`src/rtl/seq_sdiv32by16_if.sv`:
```
// Operand/result handshake bundle for the iterative signed divider.
//   master: in_valid, dividend, divisor, out_ready  -> divider
//   slave : in_ready, out_valid, quotient, remainder, div_zero, ovf -> consumer
interface seq_sdiv32by16_if #(
    parameter int unsigned ND = 32,
    parameter int unsigned DD = 16
);
    logic          in_valid;
    logic          in_ready;
    logic [ND-1:0] dividend;
    logic [DD-1:0] divisor;
    logic          out_valid;
    logic          out_ready;
    logic [ND-1:0] quotient;
    logic [DD-1:0] remainder;
    logic          div_zero;
    logic          ovf;

    modport master (
        output in_valid, dividend, divisor, out_ready,
        input  in_ready, out_valid, quotient, remainder, div_zero, ovf
    );

    modport slave (
        input  in_valid, dividend, divisor, out_ready,
        output in_ready, out_valid, quotient, remainder, div_zero, ovf
    );
endinterface

```
`src/rtl/seq_sdiv32by16.sv`:
```
// Iterative signed divider, ND-bit dividend by DD-bit divisor, radix-2 restoring.
// Sign-magnitude: magnitudes go through an unsigned core, signs are applied in FIX.
// Ports:
//   clk  - rising-edge clock
//   rst  - synchronous active-high reset
//   bus  - slave side of seq_sdiv32by16_if (valid/ready operands in, valid/ready result out)
module seq_sdiv32by16 #(
    parameter int unsigned ND = 32,
    parameter int unsigned DD = 16
) (
    input  logic             clk,
    input  logic             rst,
    seq_sdiv32by16_if.slave  bus
);

    localparam int unsigned CW = $clog2(ND);
    localparam logic [ND-1:0] MIN_DVD = {1'b1, {(ND-1){1'b0}}};

    typedef enum logic [1:0] {IDLE, ITER, FIX, DONE} state_t;

    state_t        state_q;
    state_t        state_d;

    logic          in_ready_c;
    logic          out_valid_d;
    logic          out_valid_q;
    logic          accept;
    logic          div_zero_in;
    logic          ovf_in;

    logic          q_sign_q;
    logic          r_sign_q;
    logic          ovf_pend_q;
    logic [DD-1:0] dvs_abs_q;
    logic [DD-1:0] pr_q;
    logic [ND-1:0] sr_q;
    logic [CW-1:0] cnt_q;

    logic [ND-1:0] quotient_q;
    logic [DD-1:0] remainder_q;
    logic          div_zero_q;
    logic          ovf_q;

    logic [ND-1:0] dvd_abs;
    logic [DD-1:0] dvs_abs;
    logic [DD:0]   pr_shift;
    logic [DD:0]   trial;

    // Operand magnitudes; the most negative value maps onto itself, read as unsigned.
    assign dvd_abs     = bus.dividend[ND-1] ? (~bus.dividend + ND'(1)) : bus.dividend;
    assign dvs_abs     = bus.divisor[DD-1]  ? (~bus.divisor  + DD'(1)) : bus.divisor;
    assign div_zero_in = (bus.divisor == '0);
    assign ovf_in      = (bus.dividend == MIN_DVD) && (bus.divisor == '1);
    assign accept      = bus.in_valid & in_ready_c;

    // Partial remainder always stays below |divisor|, so DD bits hold it; the trial needs one more.
    assign pr_shift = {pr_q, sr_q[ND-1]};
    assign trial    = pr_shift - {1'b0, dvs_abs_q};

    // State register
    always_ff @(posedge clk) begin
        if (rst) begin
            state_q <= IDLE;
        end else begin
            state_q <= state_d;
        end
    end

    // Next-state logic
    always_comb begin
        state_d = state_q;
        case (state_q)
            IDLE: begin
                if (accept) begin
                    state_d = div_zero_in ? DONE : ITER;
                end
            end
            ITER: begin
                if (cnt_q == CW'(ND - 1)) begin
                    state_d = FIX;
                end
            end
            FIX: begin
                state_d = DONE;
            end
            DONE: begin
                if (out_valid_q && bus.out_ready) begin
                    state_d = IDLE;
                end
            end
            default: begin
                state_d = IDLE;
            end
        endcase
    end

    // Output decode; out_valid is registered one cycle after DONE is entered
    always_comb begin
        in_ready_c  = 1'b0;
        out_valid_d = 1'b0;
        if (state_q == IDLE) begin
            in_ready_c = 1'b1;
        end
        if ((state_q == DONE) && !(out_valid_q && bus.out_ready)) begin
            out_valid_d = 1'b1;
        end
    end

    // Datapath and result registers
    always_ff @(posedge clk) begin
        if (rst) begin
            out_valid_q <= 1'b0;
            q_sign_q    <= 1'b0;
            r_sign_q    <= 1'b0;
            ovf_pend_q  <= 1'b0;
            dvs_abs_q   <= '0;
            pr_q        <= '0;
            sr_q        <= '0;
            cnt_q       <= '0;
            quotient_q  <= '0;
            remainder_q <= '0;
            div_zero_q  <= 1'b0;
            ovf_q       <= 1'b0;
        end else begin
            out_valid_q <= out_valid_d;
            case (state_q)
                IDLE: begin
                    if (accept) begin
                        q_sign_q   <= bus.dividend[ND-1] ^ bus.divisor[DD-1];
                        r_sign_q   <= bus.dividend[ND-1];
                        ovf_pend_q <= ovf_in;
                        dvs_abs_q  <= dvs_abs;
                        sr_q       <= dvd_abs;
                        pr_q       <= '0;
                        cnt_q      <= '0;
                        div_zero_q <= div_zero_in;
                        ovf_q      <= 1'b0;
                        if (div_zero_in) begin
                            quotient_q  <= '1;
                            remainder_q <= bus.dividend[DD-1:0];
                        end
                    end
                end
                ITER: begin
                    // Restore on a negative trial by keeping the plain shifted value
                    pr_q  <= trial[DD] ? pr_shift[DD-1:0] : trial[DD-1:0];
                    sr_q  <= {sr_q[ND-2:0], ~trial[DD]};
                    cnt_q <= cnt_q + CW'(1);
                end
                FIX: begin
                    quotient_q  <= q_sign_q ? (~sr_q + ND'(1)) : sr_q;
                    remainder_q <= r_sign_q ? (~pr_q + DD'(1)) : pr_q;
                    ovf_q       <= ovf_pend_q;
                end
                default: begin
                end
            endcase
        end
    end

    assign bus.in_ready  = in_ready_c;
    assign bus.out_valid = out_valid_q;
    assign bus.quotient  = quotient_q;
    assign bus.remainder = remainder_q;
    assign bus.div_zero  = div_zero_q;
    assign bus.ovf       = ovf_q;

endmodule

```
`src/flat_wrapper.sv`:
```
// flat-port wrapper written by rule: the top's interface ports become plain ports
module seq_sdiv32by16_flat 
#(
    parameter int unsigned ND = 32,
    parameter int unsigned DD = 16
)
  (clk, rst, bus_in_valid, bus_dividend, bus_divisor, bus_out_ready, bus_in_ready, bus_out_valid, bus_quotient, bus_remainder, bus_div_zero, bus_ovf);
  seq_sdiv32by16_if #(.ND(ND), .DD(DD)) bus_i ();
  input  logic clk;
  input  logic rst;
  input wire logic [$bits(bus_i.in_valid)-1:0] bus_in_valid;
  input wire logic [$bits(bus_i.dividend)-1:0] bus_dividend;
  input wire logic [$bits(bus_i.divisor)-1:0] bus_divisor;
  input wire logic [$bits(bus_i.out_ready)-1:0] bus_out_ready;
  output wire logic [$bits(bus_i.in_ready)-1:0] bus_in_ready;
  output wire logic [$bits(bus_i.out_valid)-1:0] bus_out_valid;
  output wire logic [$bits(bus_i.quotient)-1:0] bus_quotient;
  output wire logic [$bits(bus_i.remainder)-1:0] bus_remainder;
  output wire logic [$bits(bus_i.div_zero)-1:0] bus_div_zero;
  output wire logic [$bits(bus_i.ovf)-1:0] bus_ovf;
  assign bus_i.in_valid = bus_in_valid;
  assign bus_i.dividend = bus_dividend;
  assign bus_i.divisor = bus_divisor;
  assign bus_i.out_ready = bus_out_ready;
  assign bus_in_ready = bus_i.in_ready;
  assign bus_out_valid = bus_i.out_valid;
  assign bus_quotient = bus_i.quotient;
  assign bus_remainder = bus_i.remainder;
  assign bus_div_zero = bus_i.div_zero;
  assign bus_ovf = bus_i.ovf;
  seq_sdiv32by16 #(.ND(ND), .DD(DD)) u_core (.clk(clk), .rst(rst), .bus(bus_i));
endmodule
```
`config.mk`:
```
export PLATFORM = sky130hd
export DESIGN_NAME = seq_sdiv32by16_flat
export DESIGN_NICKNAME = d
export VERILOG_FILES = /design/src/rtl/seq_sdiv32by16_if.sv /design/src/rtl/seq_sdiv32by16.sv /design/src/flat_wrapper.sv
export SDC_FILE = /design/constraint.sdc
export NUM_CORES = 1
export LEC_CHECK = 0
export CAP_MARGIN = 15
export CELL_PAD_IN_SITES_DETAIL_PLACEMENT = 1
export CELL_PAD_IN_SITES_GLOBAL_PLACEMENT = 2
export CORE_ASPECT_RATIO = 2
export CORE_MARGIN = 4
export CORE_UTILIZATION = 38
export DETAILED_ROUTE_END_ITERATION = 10
export DONT_BUFFER_PORTS = 1
export PLACE_DENSITY_LB_ADDON = 0.1
export SYNTH_ARGS = -nofsm -noshare
export SYNTH_HDL_FRONTEND = slang
export SYNTH_SLANG_ARGS = --single-unit
export TNS_END_PERCENT = 1
```
`constraint.sdc`:
```
create_clock -name clk -period 3.8 [get_ports clk]
set_clock_uncertainty 0.05 [all_clocks]
set_input_delay 0.95 -clock clk [delete_from_list [all_inputs] [get_ports clk]]
set_output_delay 0.95 -clock clk [all_outputs]
set_load 0.005 [all_outputs]
```
==> results of run 1 <==
-- routing by layer --
| metal | global-route usage, % | routed length (um) | up-vias |
|---|---|---|---|
| li1 | - | - | 3400 |
| met1 | 21.65 | 8670 | 3370 |
| met2 | 44.48 | 14480 | 125 |
| met3 | 5.309 | 1030 | 47 |
| met4 | 12.07 | 1163 | 0 |
| met5 | 0 | 0 | - |
-- final cells by class --
class	instances	area, sq um
Clock buffer	23	488.0
Inverter	34	127.6
Multi-Input combinational cell	734	4768
Clock inverter	6	86.33
Fill cell	2418	11330
Tap cell	262	327.8
Timing Repair Buffer	25	187.7
Sequential cell	125	2502
-- per-stage QoR --
step	total power (W)	utilization (%)	instances	hold WS, ns
after detailed placement	0.004481	39.93	1180	0.4083
after CTS	0.006125	42.83	1209	0.4163
after floorplan	0.003711	-	952	0.3900
after global routing	0.006492	42.83	1209	0.4470
after global placement	0.004392	39.93	1180	0.4072
final	0.006031	42.83	1209	0.4193
-- registers in the layout, summed over array words and instances (netlist names) --
| name | flops |
|---|---|
| u_core.bus.quotient | 32 |
| u_core.ovf_pend_q | 1 |
| u_core.dvs_abs_q | 16 |
| u_core.state_q | 2 |
| u_core.cnt_q | 5 |
| u_core.bus.out_valid | 1 |
| u_core.pr_q | 16 |
| u_core.bus.ovf | 1 |
| u_core.bus.remainder | 16 |
| u_core.r_sign_q | 1 |
| u_core.bus.div_zero | 1 |
| u_core.q_sign_q | 1 |
| u_core.sr_q | 32 |
-- cell families after synthesis --
kind of cell,count (synthesis)
xor gates and xnor gates,102
buffers and inverters,93
adders and majority gates,28
AOI/OAI and AO/OA,274
and+or+nand+nor,315
muxes,15
DFF,125
-- worst register-to-register path: cells and delay by family, from the launching register on --
family	cells	cell delay [ns]
DFF	1	0.35
adders and majority gates	2	0.68
and+or+nand+nor	1	0.18
muxes	1	0.24
AOI/OAI and AO/OA	5	1.01
buffers and inverters	3	0.51
-- power by group --
| group | internal (W) | total (W) | leakage (nW) | switching, W |
|---|---|---|---|---|
| Sequential | 0.00161 | 0.00196 | 1.02 | 0.000348 |
| Clock | 0.00102 | 0.00162 | 0.281 | 0.000594 |
| Combinational | 0.000981 | 0.00246 | 1.83 | 0.00148 |
-- cells in the final DEF, fill, tap and decap left out, types with 6 or more instances in the layout --
| cell | count |
|---|---|
| nand2b_1 | 11 |
| o21ai_0 | 51 |
| xnor2_1 | 34 |
| o211ai_1 | 14 |
| nor2_1 | 114 |
| or4_1 | 7 |
| nand2_1 | 96 |
| clkbuf_16 | 17 |
| o22ai_1 | 7 |
| nor4_1 | 9 |
| inv_1 | 34 |
| a21o_1 | 6 |
| nand4_1 | 7 |
| a31oi_1 | 7 |
| mux2i_1 | 15 |
| o31ai_1 | 33 |
| buf_4 | 25 |
| nor3_1 | 10 |
| xor2_1 | 68 |
| or3_1 | 13 |
| dfxtp_1 | 125 |
| a211oi_1 | 53 |
| o41ai_1 | 11 |
| ha_1 | 27 |
| nand3_1 | 20 |
| a21oi_1 | 49 |
-- how the worst max path moves through the flow --
stage	endpoint	from	slack [ns]
floorplan	u_core.sr_q[31]	bus_dividend[26]	0.78
global placement	u_core.bus.remainder[14]	bus_divisor[4]	0.60
detailed placement	u_core.bus.remainder[14]	bus_divisor[4]	0.49
CTS	u_core.pr_q[12]	u_core.sr_q[31]	0.64
global route	u_core.pr_q[12]	u_core.sr_q[31]	0.47
finish	u_core.pr_q[12]	u_core.sr_q[31]	0.66
==> summary.txt, run 1 <==
Yosys
  – Simple-Gate Fraction of Synth Area: 19.39%
  – Mapped Area: approximately 0.0076 sq mm
  – Cells after Synth: 952
  – Post-synthesis average cell area: 8.007 sq um
  – Yosys cell types: 66
  – Adder-Cell Fraction of Synth Area: 4.695%
  – Proportion of synthesized area in mux cells: between 1.5 and 2%
  – Ys async rst share: 0%
  – Syn nets: between 1k and 1.5k
  – Commonest cells post-synth: 125 x dfxtp_1, 114 x nor2_1, 96 x nand2_1
  – Xor and xnor area share after synthesis: about an eighth
  – EDFF count, synth: 0
  – Top-count cell post-synth: dfxtp_1
  – Yosys warns: 0
  – Synth area leader: dfxtp_1
  – Main combinational cell family by area after synthesis: compound AO/OA/AOI/OAI gates
  – Seq cells post-synth: 125
  – Synth Flop Type: dfxtp_1
  – Register area share after synthesis: roughly a third
  – Synth top area share: around 33%
  – Compound-Gate Fraction of Synth Area: 24.62%
  – Largest cells by area after synthesis: dfxtp_1 33%, xor2_1 7.8%, nor2_1 5.6%

Timing
  – Setup WS post-layout: 0.6633 ns
  – Period Utilization, post-route: approximately 83%
  – Max_slew headroom: a little under half
  – Worst slew pin tran: around 0.80 ns
  – Setup violators final: 0
  – F_max: between 0.3 and 0.4 GHz
  – Setup_tns: 0 ns
  – Final hold violations: 0
  – Final worst path period need: 3.137 ns
  – Max Slew Vio Count: 0
  – RSZ-0062 raised after global routing: false

Critical path
  – WP data arrival: 3.39 ns
  – Worst path depth: 12
  – FF-to-FF path depth: 12
  – Crit Path Class: reg -> reg
  – CP Capture Type: flop
  – Critical path launch point type: flop
  – CP max stage delay: 0.42 ns
  – Bufs and invs on worst path: 3
  – Delay-heaviest family, CP: compound AO/OA/AOI/OAI gates
  – Worst-path cell chain: inv_1 > ha_1 > fa_1 > nand2b_1 > a21oi_1 > o31ai_1 > o211a_1 > o211ai_1 > buf_4 > buf_4 > mux2i_1 > o21ai_0
  – Most common cell on crit path: buf_4
  – Worst r2r src: u_core.sr_q[31]
  – Worst path slowest cell: fa_1
  – R2R setup slack: around 0.66 ns
  – Worst-path maximum fanout: 13
  – Critical Path RT: a little over 4 ns
  – Reg-to-Reg End: u_core.pr_q[12]

Finish
  – Final standard cell area without fillers: 0.008488 sq mm
  – Area grow syn2layout: 11.36%
  – Share of layout cells above drive strength 1: under 10%
  – NumNets Final: between 1k and 1.5k
  – Number of inserted diodes: 0

Clock network
  – CTS Sinks: around 130
  – Resize count post-CTS: 0
  – Number of buffers created by CTS: 17
  – # Post-CTS Setup Buffers: 0
  – CTS hold repair buffers: 0
  – CTS tree: built
  – Clock transition at the registers of the reported paths: 0.06 ns
  – # H-tree levels: 4
  – Clk Latency, worst-skew pair: roughly 0.43 ns
  – CTS max path bufs: 2
  – Clock Tree Root: clkbuf_16

Placed design
  – Placed inst area: between 0.007 and 0.008 sq mm
  – Dpl ws: 0.4932 ns
  – RD Place Congestion: between 0.9 and 1
  – Port bufs: 0
  – Post-DP HPWL: 19720 um

Floorplan
  – Die height: about 210 um
  – Die width: between 100 and 150 um
  – Die ar.: around 0.023 sq mm
  – I/O pins: around 100
  – Starting Density: between 30% and 40%
  – Core area: approximately 0.020 sq mm
  – Rows: 73

Global route
  – Overall Global Routing Usage: between 20% and 30%
  – Vias in the first global route: 7245
  – First-pass GRT wire length: roughly 40000 um
  – Largest net degree at the start of global routing: roughly 110
  – Antenna violations before repair: 0
  – Remaining Overflow, GRT: 0

Min path
  – WHS Endpoint: u_core.dvs_abs_q[0]
  – Hold-critical path depth: 2
  – Hold crit path type: reg -> reg
  – HP Start: u_core.dvs_abs_q[0]

Power and ir drop
  – Leak: about 3.1 nW
  – Power per cell area: approximately 710 mW/mm^2
  – Peak VDD IR: ~0.00026 V

Route
  – Routed length per placed instance: ~21 um
  – Number of DRC markers in iteration 0: between 200 and 250
  – Routed WL: around 25000 um
  – Remaining DRCs: 0
  – ANT nets after route: 0
  – Initial DRT Pass Iterations: 4
  – Avg Vias per Cell: ~5.7
  – Vias: approximately 7k

Flow run
  – Max-cap violations: 0

Run status
  – Status: finished, final reports clean
Power figures use the tool's default switching activity.
==> inputs of run 2 (changes only) <==
==> constraint.sdc (replaced) <==
create_clock -name clk -period 2.9 [get_ports clk]
set_clock_uncertainty 0.05 [all_clocks]
set_input_delay 0.725 -clock clk [delete_from_list [all_inputs] [get_ports clk]]
set_output_delay 0.725 -clock clk [all_outputs]
set_load 0.005 [all_outputs]
==> run 2 against run 1 <==
Against the previous run: clock power rose by 28%; register-to-register slack got worse by 0.52 ns; global-route usage rose by 1.2 points; critical path depth fell by 3; wire length rose by 4.6%; cell count rose by 2.9%; worst setup slack got worse by 0.52 ns; clock-buffer cell count did not move; die area did not move; sequential power rose by 30%; total power rose by 34%; via count rose by 3.3%; largest power group unchanged.
==> summary.txt, run 2 (synthesized netlist as in run 1, its figures left out) <==
Clock network
  – Clock Tree Root: clkbuf_16
  – CTS Sinks: 125 (unchanged)
  – Number of buffers created by CTS: 17 (unchanged)
  – Clock transition at the registers of the reported paths: 0.06 ns (about the same)
  – CTS hold repair buffers: 0 (unchanged)
  – CTS tree: built
  – # H-tree levels: 4 (unchanged)
  – CTS max path bufs: 2 (unchanged)
  – Clk Latency, worst-skew pair: 0.44 ns (about the same)

Timing
  – Max_slew headroom: 45.70% (-0.81 points)
  – Setup WS post-layout: 0.1460 ns (-0.5172 ns)
  – RSZ-0062 raised after global routing: false
  – Final hold violations: 0 (unchanged)
  – Worst slew pin tran: 0.8145 ns (+0.01213 ns)
  – F_max: 0.3631 GHz (+14%)
  – Final worst path period need: 2.754 ns (-0.3828 ns)
  – Period Utilization, post-route: 94.96% (+12 points)
  – Setup violators final: 0 (unchanged)
  – Max Slew Vio Count: 0 (unchanged)

Route
  – Routed length per placed instance: 21.31 um (+1.7%)
  – Remaining DRCs: 0 (unchanged)
  – Routed WL: 26510 um (+4.6%)
  – Initial DRT Pass Iterations: 5 (+1)
  – Number of DRC markers in iteration 0: 208 (-10%)
  – ANT nets after route: 0 (unchanged)
  – Avg Vias per Cell: 5.764 (+0.39%)
  – Vias: 7171 (+3.3%)

Critical path
  – Worst-path cell chain: inv_1 > ha_1 > a21o_1 > o31ai_2 > o211a_1 > o211ai_1 > buf_4 > buf_4 > o311ai_0
  – Worst r2r src: u_core.dvs_abs_q[7]
  – Critical Path RT: 3.16 ns (-0.89 ns)
  – Bufs and invs on worst path: 3 (unchanged)
  – Critical path launch point type: flop
  – CP Capture Type: flop
  – WP data arrival: 3.01 ns (-0.38 ns)
  – Delay-heaviest family, CP: compound AO/OA/AOI/OAI gates
  – Worst path slowest cell: o31ai_2
  – Most common cell on crit path: buf_4
  – Crit Path Class: reg -> reg
  – Worst-path maximum fanout: 7 (-6)
  – CP max stage delay: 0.41 ns (about the same)
  – R2R setup slack: 0.15 ns (-0.52 ns)
  – Setup crit start: u_core.dvs_abs_q[7]

Floorplan
  – Die height: 208.3 um (unchanged)
  – Die width: 108.1 um (unchanged)
  – Starting Density: 38.46% (unchanged)
  – Core area: 0.01982 sq mm (unchanged)
  – I/O pins: 104 (unchanged)
  – Die ar.: 0.02253 sq mm (unchanged)
  – Rows: 73 (unchanged)

Flow run
  – Max-cap violations: 0 (unchanged)

Finish
  – Area grow syn2layout: 15.07%
  – Most frequent cells in the layout: 125 x dfxtp_1, 114 x nor2_1, 96 x nand2_1
  – Fillers: 2435 (+0.70%)
  – NumNets Final: 1050 (+3.2%)
  – Most common cell after layout, fill and taps aside: dfxtp_1
  – Final standard cell area without fillers: 0.008771 sq mm (+3.3%)
  – Share of layout cells above drive strength 1: 10.79% (+3.5 points)
  – Finished Layout Cells: 1244 (+2.9%)
  – Number of inserted diodes: 0 (unchanged)

Power and ir drop
  – Peak VDD IR: 0.0004105 V (+59%)
  – Leak: 3.293 nW (+5.2%)
  – Sw Share: 40.65% (+0.50 points)
  – Power per cell area: 923.0 mW/mm^2 (+30%)
  – Clock share of power: 25.5% (-1.3 points)
  – Comb power frac: 43.1% (+2.3 points)
  – Pwr Total: 0.008096 W (+34%)
  – Sequential share of power: 31.4% (-1.0 points)
  – Switching Power: 0.003291 W (+36%)
  – P_int: 0.004805 W (+33%)

Placed design
  – Placed inst area: 0.008164 sq mm (+3.2%)
  – Dpl ws: -0.03002 ns (-0.5232 ns)
  – Cell Count Post-Placement: 1210 (+2.5%)
  – Port bufs: 0 (unchanged)
  – Post-DP HPWL: 20850 um (+5.7%)
  – RD Place Congestion: 0.9188 (+0.51%)

Min path
  – Hold crit path type: in -> reg
  – HP Start: rst

Global route
  – Remaining Overflow, GRT: 0 (unchanged)
  – First-pass GRT wire length: 41730 um (+4.3%)
  – Antenna violations before repair: 0 (unchanged)
  – Vias in the first global route: 7573 (+4.5%)
  – Largest net degree at the start of global routing: 114 (unchanged)
  – Overall Global Routing Usage: 24.24% (+1.2 points)

Run status
  – Status: finished, final reports clean
run 2: cell count changes in the layout (fill, tap and decap cells not counted), sizes merged:
cell and delta:
buf +33, clkinv +2
run 2: metrics by stage:
stage / hold slack, ns / setup TNS (ns) / utilization [%]
6_report: 0.3075 / 0 / 44.25
2_1_floorplan: 0.3900 / 0 / -
4_1_cts: 0.2860 / 0 / 44.12
3_3_place_gp: 0.4051 / -0.02960 / 41.19
5_1_grt: 0.3033 / 0 / 44.25
3_5_place_dp: 0.4110 / -0.03798 / 41.19
run 2: path summary, 6_finish.rpt:
check | depth (start not counted) | to
worst max-delay path | 9 | u_core.pr_q[0]
worst min-delay path | 1 | u_core.bus.div_zero
worst max register to register | 9 | u_core.pr_q[0]
worst min register to register | 2 | u_core.bus.div_zero
run 2: power groups by stage:
stage	registers (W)	clock network, W	logic [W]
final	0.00254	0.00207	0.00349
after detailed placement	0.00258	0	0.00343
after global placement	0.00256	0	0.00331
after floorplan	0.00243	0	0.00244
after CTS	0.00255	0.00212	0.00349
after global routing	0.00261	0.00220	0.00386
run 2: layer usage:
metal,GRT usage (%),up-vias,routed length [um]
met3,5.185,49,995
li1,-,3469,-
met1,21.85,3519,8755
met2,47.64,134,15400
met4,13.56,0,1363
met5,0,-,0
run 2: area by class of cell:
type                            count  area [sq um]  area share [%]
Multi-Input combinational cell    734          4798           54.71
Sequential cell                   125          2502           28.53
Timing Repair Buffer               58         464.2           5.292
Clock buffer                       23         457.9           5.221
Tap cell                          262         327.8           3.738
Inverter                           34         127.6           1.455
Clock inverter                      8         92.59           1.056
run 2: worst reg2reg max path, cell delays in order (launching register included):
cell      delay, ns
dfxtp_1        0.33
inv_1          0.11
ha_1           0.38
a21o_1         0.26
o31ai_2        0.41
o211a_1        0.19
o211ai_1       0.16
buf_4          0.23
buf_4          0.14
o311ai_0       0.37
run 2: repair_timing:
item                       4_1_cts  5_1_grt
pin swaps                        1        2
buffers inserted                 3        0
resized for setup                2        6
setup endpoints to repair        6       15
